**config.mk**
```make
export PLATFORM = sky130hd
export DESIGN_NAME = pipe_ctrl_decoder
export DESIGN_NICKNAME = d
export VERILOG_FILES = /design/src/rtl/pipe_ctrl_decoder_pkg.sv /design/src/rtl/pipe_ctrl_decoder_mult_busy_ctr.sv /design/src/rtl/pipe_ctrl_decoder.sv
export SDC_FILE = /design/constraint.sdc
export NUM_CORES = 1
export LEC_CHECK = 0
export ABC_AREA = 1
export CORE_MARGIN = 2
export CORE_UTILIZATION = 44
export CTS_BUF_LIST = sky130_fd_sc_hd__clkbuf_2 sky130_fd_sc_hd__clkbuf_4 sky130_fd_sc_hd__clkbuf_8
export CTS_CLUSTER_SIZE = 8
export DETAILED_ROUTE_END_ITERATION = 8
export GPL_TIMING_DRIVEN = 0
export PLACE_DENSITY = 0.85
export REMOVE_ABC_BUFFERS = 1
export SKIP_LAST_GASP = 1
export SYNTH_ARGS = -nofsm -noshare
export SYNTH_HDL_FRONTEND = slang
export SYNTH_HIERARCHICAL = 1
export SYNTH_SLANG_ARGS = --single-unit
```
**constraint.sdc**
```tcl
create_clock -name clk -period 1.5 [get_ports clk]
set_input_delay 0.15 -clock clk [delete_from_list [all_inputs] [get_ports clk]]
set_output_delay 0.15 -clock clk [all_outputs]
set_load 0.01 [all_outputs]
```
**src/rtl/pipe_ctrl_decoder_pkg.sv**
```systemverilog
// Shared decode definitions for the ID->EX control decoder: opcodes, ex_ctrl
// field positions, ALU/output-select codes and the opcode/function decoder.
package ctrl_pkg;

    localparam int unsigned OP_W   = 6;
    localparam int unsigned CTRL_W = 18;

    localparam logic [OP_W-1:0] OP_RTYPE = 6'h00;
    localparam logic [OP_W-1:0] OP_J     = 6'h02;
    localparam logic [OP_W-1:0] OP_BEQ   = 6'h04;
    localparam logic [OP_W-1:0] OP_BNE   = 6'h05;
    localparam logic [OP_W-1:0] OP_ADDI  = 6'h08;
    localparam logic [OP_W-1:0] OP_ADDIU = 6'h09;
    localparam logic [OP_W-1:0] OP_SLTI  = 6'h0A;
    localparam logic [OP_W-1:0] OP_SLTIU = 6'h0B;
    localparam logic [OP_W-1:0] OP_ANDI  = 6'h0C;
    localparam logic [OP_W-1:0] OP_ORI   = 6'h0D;
    localparam logic [OP_W-1:0] OP_XORI  = 6'h0E;
    localparam logic [OP_W-1:0] OP_LUI   = 6'h0F;
    localparam logic [OP_W-1:0] OP_LW    = 6'h23;
    localparam logic [OP_W-1:0] OP_SW    = 6'h2B;

    localparam logic [OP_W-1:0] FN_NOP   = 6'h00;
    localparam logic [OP_W-1:0] FN_MFHI  = 6'h10;
    localparam logic [OP_W-1:0] FN_MFLO  = 6'h12;
    localparam logic [OP_W-1:0] FN_MULT  = 6'h18;
    localparam logic [OP_W-1:0] FN_MULTU = 6'h19;

    localparam int unsigned F_RW    = 17;
    localparam int unsigned F_RD    = 16;
    localparam int unsigned F_A     = 15;
    localparam int unsigned F_MID   = 12;
    localparam int unsigned F_MW    = 11;
    localparam int unsigned F_MR    = 10;
    localparam int unsigned F_M2R   = 9;
    localparam int unsigned F_BEQ   = 8;
    localparam int unsigned F_BNE   = 7;
    localparam int unsigned F_JUMP  = 6;
    localparam int unsigned F_SE    = 5;
    localparam int unsigned F_OUT   = 3;
    localparam int unsigned F_START = 2;
    localparam int unsigned F_SIGN  = 1;
    localparam int unsigned F_ILL   = 0;

    localparam logic [2:0] ALU_AND = 3'b010;
    localparam logic [2:0] ALU_OR  = 3'b011;
    localparam logic [2:0] ALU_XOR = 3'b100;
    localparam logic [2:0] ALU_SLT = 3'b101;
    localparam logic [2:0] ALU_R   = 3'b111;

    localparam logic [1:0] OUT_LUI = 2'b01;
    localparam logic [1:0] OUT_LO  = 2'b10;
    localparam logic [1:0] OUT_HI  = 2'b11;

    function automatic logic is_legal(input logic [OP_W-1:0] op);
        case (op)
            OP_RTYPE, OP_J, OP_BEQ, OP_BNE, OP_ADDI, OP_ADDIU, OP_SLTI, OP_SLTIU,
            OP_ANDI, OP_ORI, OP_XORI, OP_LUI, OP_LW, OP_SW: is_legal = 1'b1;
            default:                                        is_legal = 1'b0;
        endcase
    endfunction

    // Instructions that touch HI/LO and must wait for the multiplier.
    function automatic logic is_mult_class(input logic [OP_W-1:0] op, input logic [OP_W-1:0] func);
        is_mult_class = (op == OP_RTYPE) &&
                        (func == FN_MFHI || func == FN_MFLO || func == FN_MULT || func == FN_MULTU);
    endfunction

    function automatic logic [CTRL_W-1:0] decode(input logic [OP_W-1:0] op,
                                                 input logic [OP_W-1:0] func,
                                                 input logic trap);
        logic [CTRL_W-1:0] c;
        c = '0;
        case (op)
            OP_RTYPE: begin
                case (func)
                    FN_NOP:   ;
                    FN_MFHI:  begin c[F_RW] = 1'b1; c[F_RD] = 1'b1; c[F_OUT +: 2] = OUT_HI; end
                    FN_MFLO:  begin c[F_RW] = 1'b1; c[F_RD] = 1'b1; c[F_OUT +: 2] = OUT_LO; end
                    FN_MULT:  begin c[F_START] = 1'b1; c[F_SIGN] = 1'b1; end
                    FN_MULTU: c[F_START] = 1'b1;
                    default:  begin c[F_RW] = 1'b1; c[F_RD] = 1'b1; c[F_MID +: 3] = ALU_R; end
                endcase
            end
            OP_J:     c[F_JUMP] = 1'b1;
            OP_BEQ:   c[F_BEQ]  = 1'b1;
            OP_BNE:   c[F_BNE]  = 1'b1;
            OP_ADDI, OP_ADDIU: begin c[F_RW] = 1'b1; c[F_A] = 1'b1; c[F_SE] = 1'b1; end
            OP_SLTI, OP_SLTIU: begin
                c[F_RW] = 1'b1; c[F_A] = 1'b1; c[F_SE] = 1'b1; c[F_MID +: 3] = ALU_SLT;
            end
            OP_ANDI:  begin c[F_RW] = 1'b1; c[F_A] = 1'b1; c[F_MID +: 3] = ALU_AND; end
            OP_ORI:   begin c[F_RW] = 1'b1; c[F_A] = 1'b1; c[F_MID +: 3] = ALU_OR;  end
            OP_XORI:  begin c[F_RW] = 1'b1; c[F_A] = 1'b1; c[F_MID +: 3] = ALU_XOR; end
            OP_LUI:   begin c[F_RW] = 1'b1; c[F_OUT +: 2] = OUT_LUI; end
            OP_LW:    begin
                c[F_RW] = 1'b1; c[F_A] = 1'b1; c[F_SE] = 1'b1; c[F_MR] = 1'b1; c[F_M2R] = 1'b1;
            end
            OP_SW:    begin c[F_A] = 1'b1; c[F_SE] = 1'b1; c[F_MW] = 1'b1; end
            default:  c[F_ILL] = trap;
        endcase
        decode = c;
    endfunction

endpackage

```
**src/rtl/pipe_ctrl_decoder_mult_busy_ctr.sv**
```systemverilog
// Multiplier busy counter: loads the multiply latency on start, then counts down to zero.
module mult_busy_ctr
    import ctrl_pkg::*;
#(
    parameter int unsigned MULT_CYCLES = 4,
    parameter int unsigned CNT_W       = 4
) (
    input  logic             clk,
    input  logic             rst_n,
    input  logic             load,
    input  logic             dec,
    output logic [CNT_W-1:0] value,
    output logic             busy
);

    logic [CNT_W-1:0] value_next;

    always_comb begin
        value_next = value;
        if (load) begin
            value_next = CNT_W'(MULT_CYCLES);
        end else if (dec && value != '0) begin
            value_next = value - CNT_W'(1);
        end
    end

    always_ff @(posedge clk) begin
        if (!rst_n) begin
            value <= '0;
            busy  <= 1'b0;
        end else begin
            value <= value_next;
            busy  <= (value_next != '0);
        end
    end

endmodule

```
**src/rtl/pipe_ctrl_decoder.sv**
```systemverilog
// Registered ID->EX control decoder with valid/ready handshake, flush, and
// interlock of HI/LO users while the multiplier is busy.
module pipe_ctrl_decoder
    import ctrl_pkg::*;
#(
    parameter int unsigned MULT_CYCLES  = 4,
    parameter bit          ILLEGAL_TRAP = 1'b1,
    parameter int unsigned CNT_W        = 4
) (
    input  logic              clk,
    input  logic              rst_n,
    input  logic              id_valid,
    input  logic [OP_W-1:0]   id_op,
    input  logic [OP_W-1:0]   id_func,
    output logic              id_ready,
    input  logic              flush,
    input  logic              ex_ready,
    output logic              ex_valid,
    output logic [CTRL_W-1:0] ex_ctrl,
    output logic              mult_busy
);

    logic [CTRL_W-1:0] dec_ctrl;
    logic [CNT_W-1:0]  busy_value;
    logic              legal;
    logic              mult_class;
    logic              hazard;
    logic              accept;
    logic              mult_load;

    always_comb begin
        dec_ctrl   = decode(id_op, id_func, ILLEGAL_TRAP);
        legal      = is_legal(id_op);
        mult_class = is_mult_class(id_op, id_func);
        hazard     = (busy_value != '0) && mult_class && id_valid;
        id_ready   = (ex_ready || !ex_valid) && !hazard;
        accept     = id_valid && id_ready;
        mult_load  = accept && dec_ctrl[F_START] && !flush;
    end

    mult_busy_ctr #(
        .MULT_CYCLES (MULT_CYCLES),
        .CNT_W       (CNT_W)
    ) u_busy (
        .clk   (clk),
        .rst_n (rst_n),
        .load  (mult_load),
        .dec   (1'b1),
        .value (busy_value),
        .busy  (mult_busy)
    );

    // ID/EX register; an illegal op is loaded as a non-valid slot carrying only illegal_op.
    always_ff @(posedge clk) begin
        if (!rst_n) begin
            ex_valid <= 1'b0;
            ex_ctrl  <= '0;
        end else if (flush) begin
            ex_valid <= 1'b0;
            ex_ctrl  <= '0;
        end else if (accept) begin
            ex_valid <= legal;
            ex_ctrl  <= dec_ctrl;
        end else if (ex_ready) begin
            ex_valid <= 1'b0;
            ex_ctrl  <= '0;
        end
    end

endmodule

```
==> impl_metrics.toml <==
[cts]
cts.sinks = 23
cts_buffers = 3
cts_tree = "yes"
cts.path.max_buffers = 2
clkTransAtPathRegs_ns = 0.13
root_buffer = "clkbuf_4"
hold_buffers = 0
htreeDepth = 1
insertion_delay_ns = 0.32

[power_and_ir_drop]
total_power_mw = 1.788
irDropWorstVdd_mv = 0.4154
p_leak_nw = 0.9576
powerDensity_nw_per_um2 = 775.8

[floorplan]
chipHeight_um = 62.90
placementRows = 21
core_um2 = 3337
die_w_um = 62.90
die-area_um2 = 3956
io_pins = 38
start_util_pct = 45.74

[timing]
slew_viol_final = 0
relSlewSlack_pct = 48.14
hold_violations = 0
hold_ws_ns = 0.2947
period_share_pct = 107.4
timing.final.setup_violations = 7
fin_ws_ns = -0.1117
worst_pin_slew_ns = 0.7761
clock.fmax_mhz = 620.5
rsz0062_at_grt = "yes"
setup_tns_ns = -0.3413
fin_skew_ns = 0.007478
final.min_clock_period_ns = 1.612

[yosys]
async_reset_ff_share_pct = 0
yosysTopAreaCell = "dfxtp_1"
yosys-top-cells-area = "dfxtp_1, nand3_1, nand3_2"
synth_cells = 211
synth_seq_cells = 23
synth-main-ff-cell = "dfxtp_1"
synth_top_area_share_pct = 30.16
yosys_warnings = 6
synth.distinct_cells = 32
synth_enable_flop_cells = 0
syn-cell-area_um2 = 1526
synth_seq_area_share_pct = 30.16
synth.avg_cell_area_um2 = 7.234

[route]
routedWlPerCell_um = 15.28
routed_via_density = 5.264
wirelength_um = 4919
postRouteAntennaNets = 0
vias = 1695
remaining_drc_errors = 0
drt_iter0_markers = 48
drt-pass1-iter-count = 4

[setup_path]
r2r-end = "u_busy/busy"
critical_path_arrival_ns = 1.85
path_class = "reg -> reg"
cp-startpoint = "u_busy/value[2]"
worstSetupEndpointType = "flip-flop"
startpoint_type = "flip-flop"
rrSetupSlack_ns = -0.11
cp_cell_sequence = "nor2_4, nand2_2, nand3_2, nor2_4, nor2_4, buf_6, nand3_4, nor2_4, inv_4, nand2_2, nor2_4, nand3_2, nand2_2, nand2_2"
r2r-start = "u_busy/value[2]"
worst_ep_required_time_ns = 1.73
cp_slowest_cell = "dfxtp_4"
path_common_cell = "nor2_4"
crit_fanout = 3
ff2ff_path_depth = 14
cpPeakStageDelay_ns = 0.39
critPathBufInv = 2
worst_path_dominant_cell_family = "simple AND/OR/NAND/NOR gates"

[global_route]
grt_pass1_vias = 1682
grt_pass1_wl_um = 7734
antenna_found_initial = 0
grt-ovfl-total = 0
grt_max_degree = 21
grt.total_usage_pct = 24.48

[placement]
post-place-ws_ns = -1.217
gp_congestion = 0.8414
hpwlAfterDp_um = 2751
port-buffer-count = 37
place_area_um2 = 1899
dp.cells = 291

[cells_and_area]
drive_gt1_share_pct = 39.86
area_growth_pct = 50.98
design_area_um2 = 2305
post-route-util_pct = 69.07
diodes = 0
fin_cells = 322
fin_nets = 295

[worst_hold_path]
holdPathEnd = "ex_ctrl[1]"
min_from = "id_func[2]"
holdPathStages = 6
min-delay-path-class = "in -> reg"

[status]
status = "finished, violations left"
violations = "negative setup slack"

[flow_run]
maxCapViolCount = 0
-- cells by family after synthesis --
logic type / count (synthesis) / share of synthesized area [%]
AOI/OAI and AO/OA: 24 / 10.25
adders and majority gates: 1 / 0.8195
buffers and inverters: 37 / 11.97
DFF: 23 / 30.16
other: 1 / 0.2457
and+or+nand+nor: 125 / 46.56
-- synthesized netlist by cell type, drive strengths merged, types with 2 or more instances --
| cell | instances |
|---|---|
| nand4 | 3 |
| inv | 30 |
| nand3b | 2 |
| o21ai | 2 |
| nand3 | 55 |
| nor2 | 30 |
| nand2 | 31 |
| dfxtp | 23 |
| nor4 | 2 |
| buf | 6 |
| a21oi | 19 |
-- placed cells by master (no fill, tap or decap), types with 3 or more instances in the layout --
cell type / count
nand3_2: 21
dfxtp_1: 19
inv_2: 4
inv_1: 24
a21oi_2: 9
nand4_1: 3
conb_1: 5
clkdlybuf4s50_1: 22
dlygate4sd2_1: 11
a21oi_1: 10
nand3_1: 30
buf_4: 23
nor2_4: 8
buf_6: 3
nand3_4: 6
nand2_1: 19
nand2_2: 9
nor2_2: 9
nand2_4: 3
clkbuf_4: 3
nor2_1: 13
-- routing by layer --
metal,track usage [%],wire [um],vias to the layer above
li1,-,-,832
met1,26.44,1929,786
met2,48.54,2639,62
met3,3.243,226,15
met4,6.944,123,0
met5,0,0,-
-- worst max-delay path by stage --
stage	end	slack (ns)	cells after the start
2_1_floorplan	u_busy/busy	-0.23	12
3_3_place_gp	u_busy/busy	-1.11	11
3_5_place_dp	u_busy/busy	-1.22	11
4_1_cts	u_busy/busy	-0.06	13
5_1_grt	u_busy/busy	-0.17	14
6_report	u_busy/busy	-0.11	14
-- power by group --
group / internal (mW) / leakage [nW] / total [mW] / switching (mW)
Combinational: 0.359 / 0.751 / 0.794 / 0.435
Sequential: 0.660 / 0.189 / 0.688 / 0.0285
Clock: 0.100 / 0.0177 / 0.306 / 0.206
Total: 1.12 / 0.958 / 1.79 / 0.669
-- cell type report --
cell class	count	area [um^2]
clock buffers	3	22.52
clock inverters	1	5.005
fillers	273	1032
inverters	30	120.1
multi-input cells	157	1085
flip-flops and latches	23	470.5
well taps	46	57.56
repair buffers	62	544.3
-- tightest hold or removal path, stage by stage --
cell      delay, ns
clkbuf_2       0.11
nor2_2         0.05
inv_1          0.09
nor4_1         0.07
nand3_2        0.07
a21oi_2        0.05
-- sequential cells by signal, summed over array words and instances, names as in the netlist --
name          count
ex_ctrl          17
u_busy/value      4
ex_valid          1
u_busy/busy       1
-- timing repair --
item | in CTS | in global routing
gates resized for setup | 61 | 16
setup endpoints to repair | 24 | 23
cloned | 2 | 0
pin swaps | 20 | 9
buffers inserted | 20 | 5
(Power assumes the default switching activity.)
